`src/rtl/rr_prio_enc.sv`:
```
// Purpose: reduces a 2**I_LEN request vector to one winning index plus one-hot grant, rotating or fixed base.
// Latency: 1 clock from req sampled to registered result; one grant per clock while out_ready is high.
// Backpressure: out_valid & !out_ready stalls the stage, holding all outputs and ignoring req until it drains.
module rr_prio_enc #(
    parameter int I_LEN = 3,
    parameter bit RR    = 1'b1
) (
    input  logic                  clk,
    input  logic                  rst_n,
    input  logic [(1<<I_LEN)-1:0] req,
    input  logic                  out_ready,
    output logic                  out_valid,
    output logic [I_LEN-1:0]      out_idx,
    output logic [(1<<I_LEN)-1:0] out_onehot
);

    localparam int N = 1 << I_LEN;

    logic             accept;
    logic             load;
    logic [I_LEN-1:0] ptr;
    logic [I_LEN-1:0] next_after_idx;
    logic [I_LEN-1:0] base;
    logic [2*N-1:0]   req_dbl;
    logic [2*N-1:0]   req_shift;
    logic [N-1:0]     req_rot;
    logic [I_LEN-1:0] win_off;
    logic [I_LEN-1:0] winner;
    logic [N-1:0]     win_onehot;
    logic             any_req;

    assign accept         = out_valid & out_ready;
    assign load           = ~out_valid | out_ready;
    assign next_after_idx = out_idx + I_LEN'(1);
    assign any_req        = |req;

    // The base follows the grant being accepted this cycle, so a back-to-back reload is already fair.
    always_comb begin
        base = '0;
        if (RR) begin
            base = accept ? next_after_idx : ptr;
        end
    end

    // Rotate so the base lands at bit 0; the lowest set bit then gives the offset from the base.
    assign req_dbl   = {req, req};
    assign req_shift = req_dbl >> base;
    assign req_rot   = req_shift[N-1:0];

    always_comb begin
        win_off = '0;
        for (int i = N - 1; i >= 0; i--) begin
            if (req_rot[i]) begin
                win_off = I_LEN'(i);
            end
        end
    end

    assign winner = base + win_off;

    always_comb begin
        win_onehot         = '0;
        win_onehot[winner] = 1'b1;
    end

    always_ff @(posedge clk or negedge rst_n) begin
        if (!rst_n) begin
            out_valid  <= 1'b0;
            out_idx    <= '0;
            out_onehot <= '0;
        end else if (load) begin
            if (any_req) begin
                out_valid  <= 1'b1;
                out_idx    <= winner;
                out_onehot <= win_onehot;
            end else begin
                out_valid  <= 1'b0;
                out_onehot <= '0;
            end
        end
    end

    always_ff @(posedge clk or negedge rst_n) begin
        if (!rst_n) begin
            ptr <= '0;
        end else if (RR && accept) begin
            ptr <= next_after_idx;
        end
    end

endmodule

```
`config.mk`:
```
export PLATFORM = sky130hd
export DESIGN_NAME = rr_prio_enc
export DESIGN_NICKNAME = d
export VERILOG_FILES = /design/src/rtl/rr_prio_enc.sv
export SDC_FILE = /design/constraint.sdc
export NUM_CORES = 1
export LEC_CHECK = 0
export CAP_MARGIN = 20
export CORE_MARGIN = 2
export CORE_UTILIZATION = 56
export DETAILED_ROUTE_END_ITERATION = 10
export GPL_ROUTABILITY_DRIVEN = 0
export PLACE_DENSITY = 0.84
export SLEW_MARGIN = 20
export SYNTH_ARGS = -nofsm -noshare
export SYNTH_HDL_FRONTEND = slang
export SYNTH_SLANG_ARGS = --single-unit
```
`constraint.sdc`:
```
create_clock -name clk -period 7.3 [get_ports clk]
set_clock_uncertainty 0.2 [all_clocks]
set_input_delay 2.19 -clock clk [delete_from_list [all_inputs] [get_ports clk]]
set_output_delay 2.19 -clock clk [all_outputs]
set_load 0.005 [all_outputs]
```
After elaboration in Yosys (flattened, before gate mapping). Cells that the tools add are included.

Add/sub/neg operators: 2. Order comparisons: 2. Shifts and indexed selects: 1. Muxes and demuxes: 13. Bitwise gates (word level): 3. Reductions and logical operators: 3.

Operators with widths (number): $mux 3 (9); $shr 16x3->8 (1); $mux 8 (1); $reduce_or 8->1 (1); $lt 3x4->1 const B (1); $add 3x1->3 const B (1); $add 3x3->3 (1); $demux 1 s3 (1); $ge 3x1->1 const B (1); $mux 1 (2); $reduce_and 2->1 (1); $and 1x1->1 (1); $logic_and 1x1->1 (1); $not 1->1 (1); $or 1x1->1 (1).

Bits in registers: 15. Input port bits: 11. Output and inout bits: 12.

Longest topological paths before layout.
Depth in word-level cells: 17. Depth in mapped cells: 14. Gate-level depth less buffers: 13.

Worst setup path after synthesis. Ideal clock, no wire load.

Kind: input to register. From: in out_ready. To: reg out_idx[2]. Library setup time: 0.125 ns. Arrival: 4.907 ns. Required time: 6.975 ns. Setup slack: 2.068 ns. Cell stages on the path: 13. Buffers on the path: 2. Cell sequence: buf_6 -> a21bo_1 -> buf_6 -> and3_1 -> a211oi_1 -> nor3_1 -> o221a_2 -> o21a_2 -> o31a_1 -> fa_1 -> xnor2_1 -> xnor2_1 -> mux2_2.

Word-level cells in the longest chain between the ends: 12. Elaborated cells between the ends (all ways): 14.

Ends and longest elaborated chain: start: declaration (RTL line 11) `input logic out_ready,`; $and 1x1->1 (RTL line 32) `assign accept = out_valid & out_ready;`; $mux 3; $shr 16x3->8 (RTL line 47) `assign req_shift = req_dbl >> base;`; $mux 3 (8 in series) (RTL line 53) `if (req_rot[i]) begin`; $add 3x3->3 (RTL line 59) `assign winner = base + win_off;`; end signal: assignment (RTL line 74) `out_idx <= winner;`; end: declaration (RTL line 13) `output logic [I_LEN-1:0] out_idx,`.

Parallel ways exist; a longest one is shown, timed or not. A chain may end at the register's enable or synchronous reset.

Final worst setup path. Ends and elaborated chain as after synthesis.

==> flow_summary.yaml <==
min_path:
  hp-class: "register to register"
cts:
  clock_path_buffers: 2
  cts-root-buf: "clkbuf_4"
  postCtsSetupRepairBufs: 0
  clk_latency_ns: 0.28
  cts-resized-gates: 0
  cts_sinks: 15
  cts_tree: "built"
  h-tree-depth: 1
  numCtsBuffers: 3
  clk_pin_slew_worst_paths_ns: 0.09
  cts_hold_buf: 0
synth:
  ys_warn_count: 0
  async_flop_share: 1.00
  synth_cells: 134
  synth_top_flop_cell: "dfrtp_1"
  synth_edf_count: 0
  synth.area.top_cells: "dfrtp_1, nand3_1, buf_6"
  synth_seq_area_share: 0.291
  synth_cell_types: 47
  syn_avg_cell_area_um2: 9.64
  synth_fp_nets: 147
  synthesis.area_mm2: 0.00129
  yosys.area.top_type_share: 0.291
  yosys.area.top_type: "dfrtp_1"
  ys_ff_latch: 15
timing:
  rsz0062_at_grt: "false"
  fin_crit_sh: 0.814
  slew_violations: 0
  finalSetupViolCount: 0
  hold_violations: 0
  fin_ws_ns: 1.36
  clock.fmax_mhz: 168
  whs_ns: 0.288
  worst_pin_slew_ns: 0.961
  finalSetupTns_ns: 0
  max-slew-margin-rel: 0.358
  min_period_ns: 5.94
route:
  ant_nets: 0
  first_pass_iters: 4
  routedWlPerCell_um: 16.5
  viasPerCell: 6.37
  vias: 1146
  drt_iter0_drc: 45
  drcViolationCount: 0
  totalWireLength_mm: 2.96
critical_path:
  crit_path_end_kind: "register"
  arrival_ns: 5.97
  crit_fanout: 12
  rrSetupSlack_ns: 3.12
  start_kind: "input pin"
  crit_type: "input pin to register"
  worstPathRequired_ns: 7.33
run:
  drv_cap: 0
floorplan:
  io_pins: 23
  die_area_mm2: 0.00271
  start_util: 0.589
  die_y_um: 52.0
  fp.dieW_um: 52.0
  core_mm2: 0.00219
  rows: 17
place:
  dp.cells: 176
  dp_slack_ns: 1.09
  dpl.hpwl_mm: 2.34
  placed_cell_area_mm2: 0.00148
  port_buffers: 22
cells_and_area:
  post_route_cells_drive_above_1_share: 0.138
  fin_util: 0.686
  syn_to_final_growth_pct: 16.5
  nNetsFinal: 166
  antenna_cells: 0
  instances_no_fill: 180
  layout_commonest_cell: "clkdlybuf4s50_1"
  final_area_mm2: 0.00150
  most-common-layout-cells: "clkdlybuf4s50_1, nand3_1, dfrtp_1"
power_and_ir_drop:
  p_leak_nw: 0.598
  finalPower_mw: 0.832
  ir_drop_mv: 0.340
  power_density_mw_per_mm2: 553
global_routing:
  grt_pass1_vias: 1040
  grt_pass1_wl_mm: 4.93
  grt_max_degree: 16
  grt_use_total: 0.248
  antenna_found_initial: 0
  grt_overflow: 0
run_status:
  status: "complete, no violations"
-- sequential cells by signal, indices dropped and copies added (netlist names) --
signal and flops:
out_onehot 8, out_idx 3, ptr 3, out_valid 1
-- path summary, 6_finish.rpt --
check,cells past startpoint,to,start
max in group asynchronous,1,ptr[1]$_DFF_PN0_,rst_n
max,13,out_idx[2]$_DFFE_PN0P_,out_ready
max reg2reg,13,out_idx[2]$_DFFE_PN0P_,out_idx[0]$_DFFE_PN0P_
min,2,out_onehot[7]$_DFFE_PN0N_,out_onehot[7]$_DFFE_PN0N_
min in group asynchronous,1,out_idx[2]$_DFFE_PN0P_,rst_n
min reg2reg,2,out_onehot[7]$_DFFE_PN0N_,out_onehot[7]$_DFFE_PN0N_
-- cell type report --
class | count | area [um^2]
Clock buffer | 3 | 22.5
Timing Repair Buffer | 22 | 220
Inverter | 3 | 11.3
Fill cell | 175 | 687
Tap cell | 28 | 35.0
Sequential cell | 15 | 375
Clock inverter | 1 | 5.00
Multi-Input combinational cell | 108 | 835
-- routing by layer --
| layer | wire length [um] | vias up | share of wire | GRT usage |
|---|---|---|---|---|
| li1 | - | 563 | - | - |
| met4 | 22 | 0 | 0.0074 | 0.0965 |
| met3 | 114 | 2 | 0.039 | 0.0172 |
| met1 | 1300 | 547 | 0.44 | 0.319 |
| met5 | 0 | - | 0 | 0 |
| met2 | 1530 | 34 | 0.52 | 0.430 |
-- worst max-delay path, cell delays in order --
cell and delay, ns:
clkdlybuf4s50_1 0.54, a21oi_1 0.20, a31o_1 0.42, inv_2 0.20
a211oi_1 0.33, nor3_1 0.08, o221a_2 0.26, o21a_2 0.24
o31a_1 0.25, fa_1 0.38, xnor2_1 0.18, xnor2_1 0.44
mux2_2 0.25
-- kinds of logic (layout without fill, tap and decap cells) --
| family | count (synthesis) | in the layout | share of synthesized area |
|---|---|---|---|
| AO/OA/AOI/OAI | 45 | 45 | 0.293 |
| multiplexers | 5 | 5 | 0.0649 |
| AND/OR/NAND/NOR | 52 | 52 | 0.236 |
| adder cells (fa/ha/maj) | 2 | 2 | 0.0252 |
| buffers and inverters | 11 | 29 | 0.0630 |
| flip-flops | 15 | 15 | 0.291 |
| XOR/XNOR | 4 | 4 | 0.0271 |
-- where the power goes --
group / internal [mW] / leakage, nW / total [mW] / switching, mW
registers: 0.114 / 0.187 / 0.130 / 0.0162
clock network: 0.0203 / 0.0177 / 0.0477 / 0.0274
logic: 0.279 / 0.393 / 0.655 / 0.375
total: 0.413 / 0.598 / 0.832 / 0.419
-- synth_stat cells, types with 3 or more instances --
cell,instances
o31ai_1,5
dfrtp_1,15
a211oi_1,7
or3_1,4
nor2_1,3
nand3_1,15
and3_1,5
o21ai_0,7
nand2_1,12
xnor2_1,3
buf_6,5
a21oi_1,5
a32o_1,4
Power figures use the tool's default switching activity.
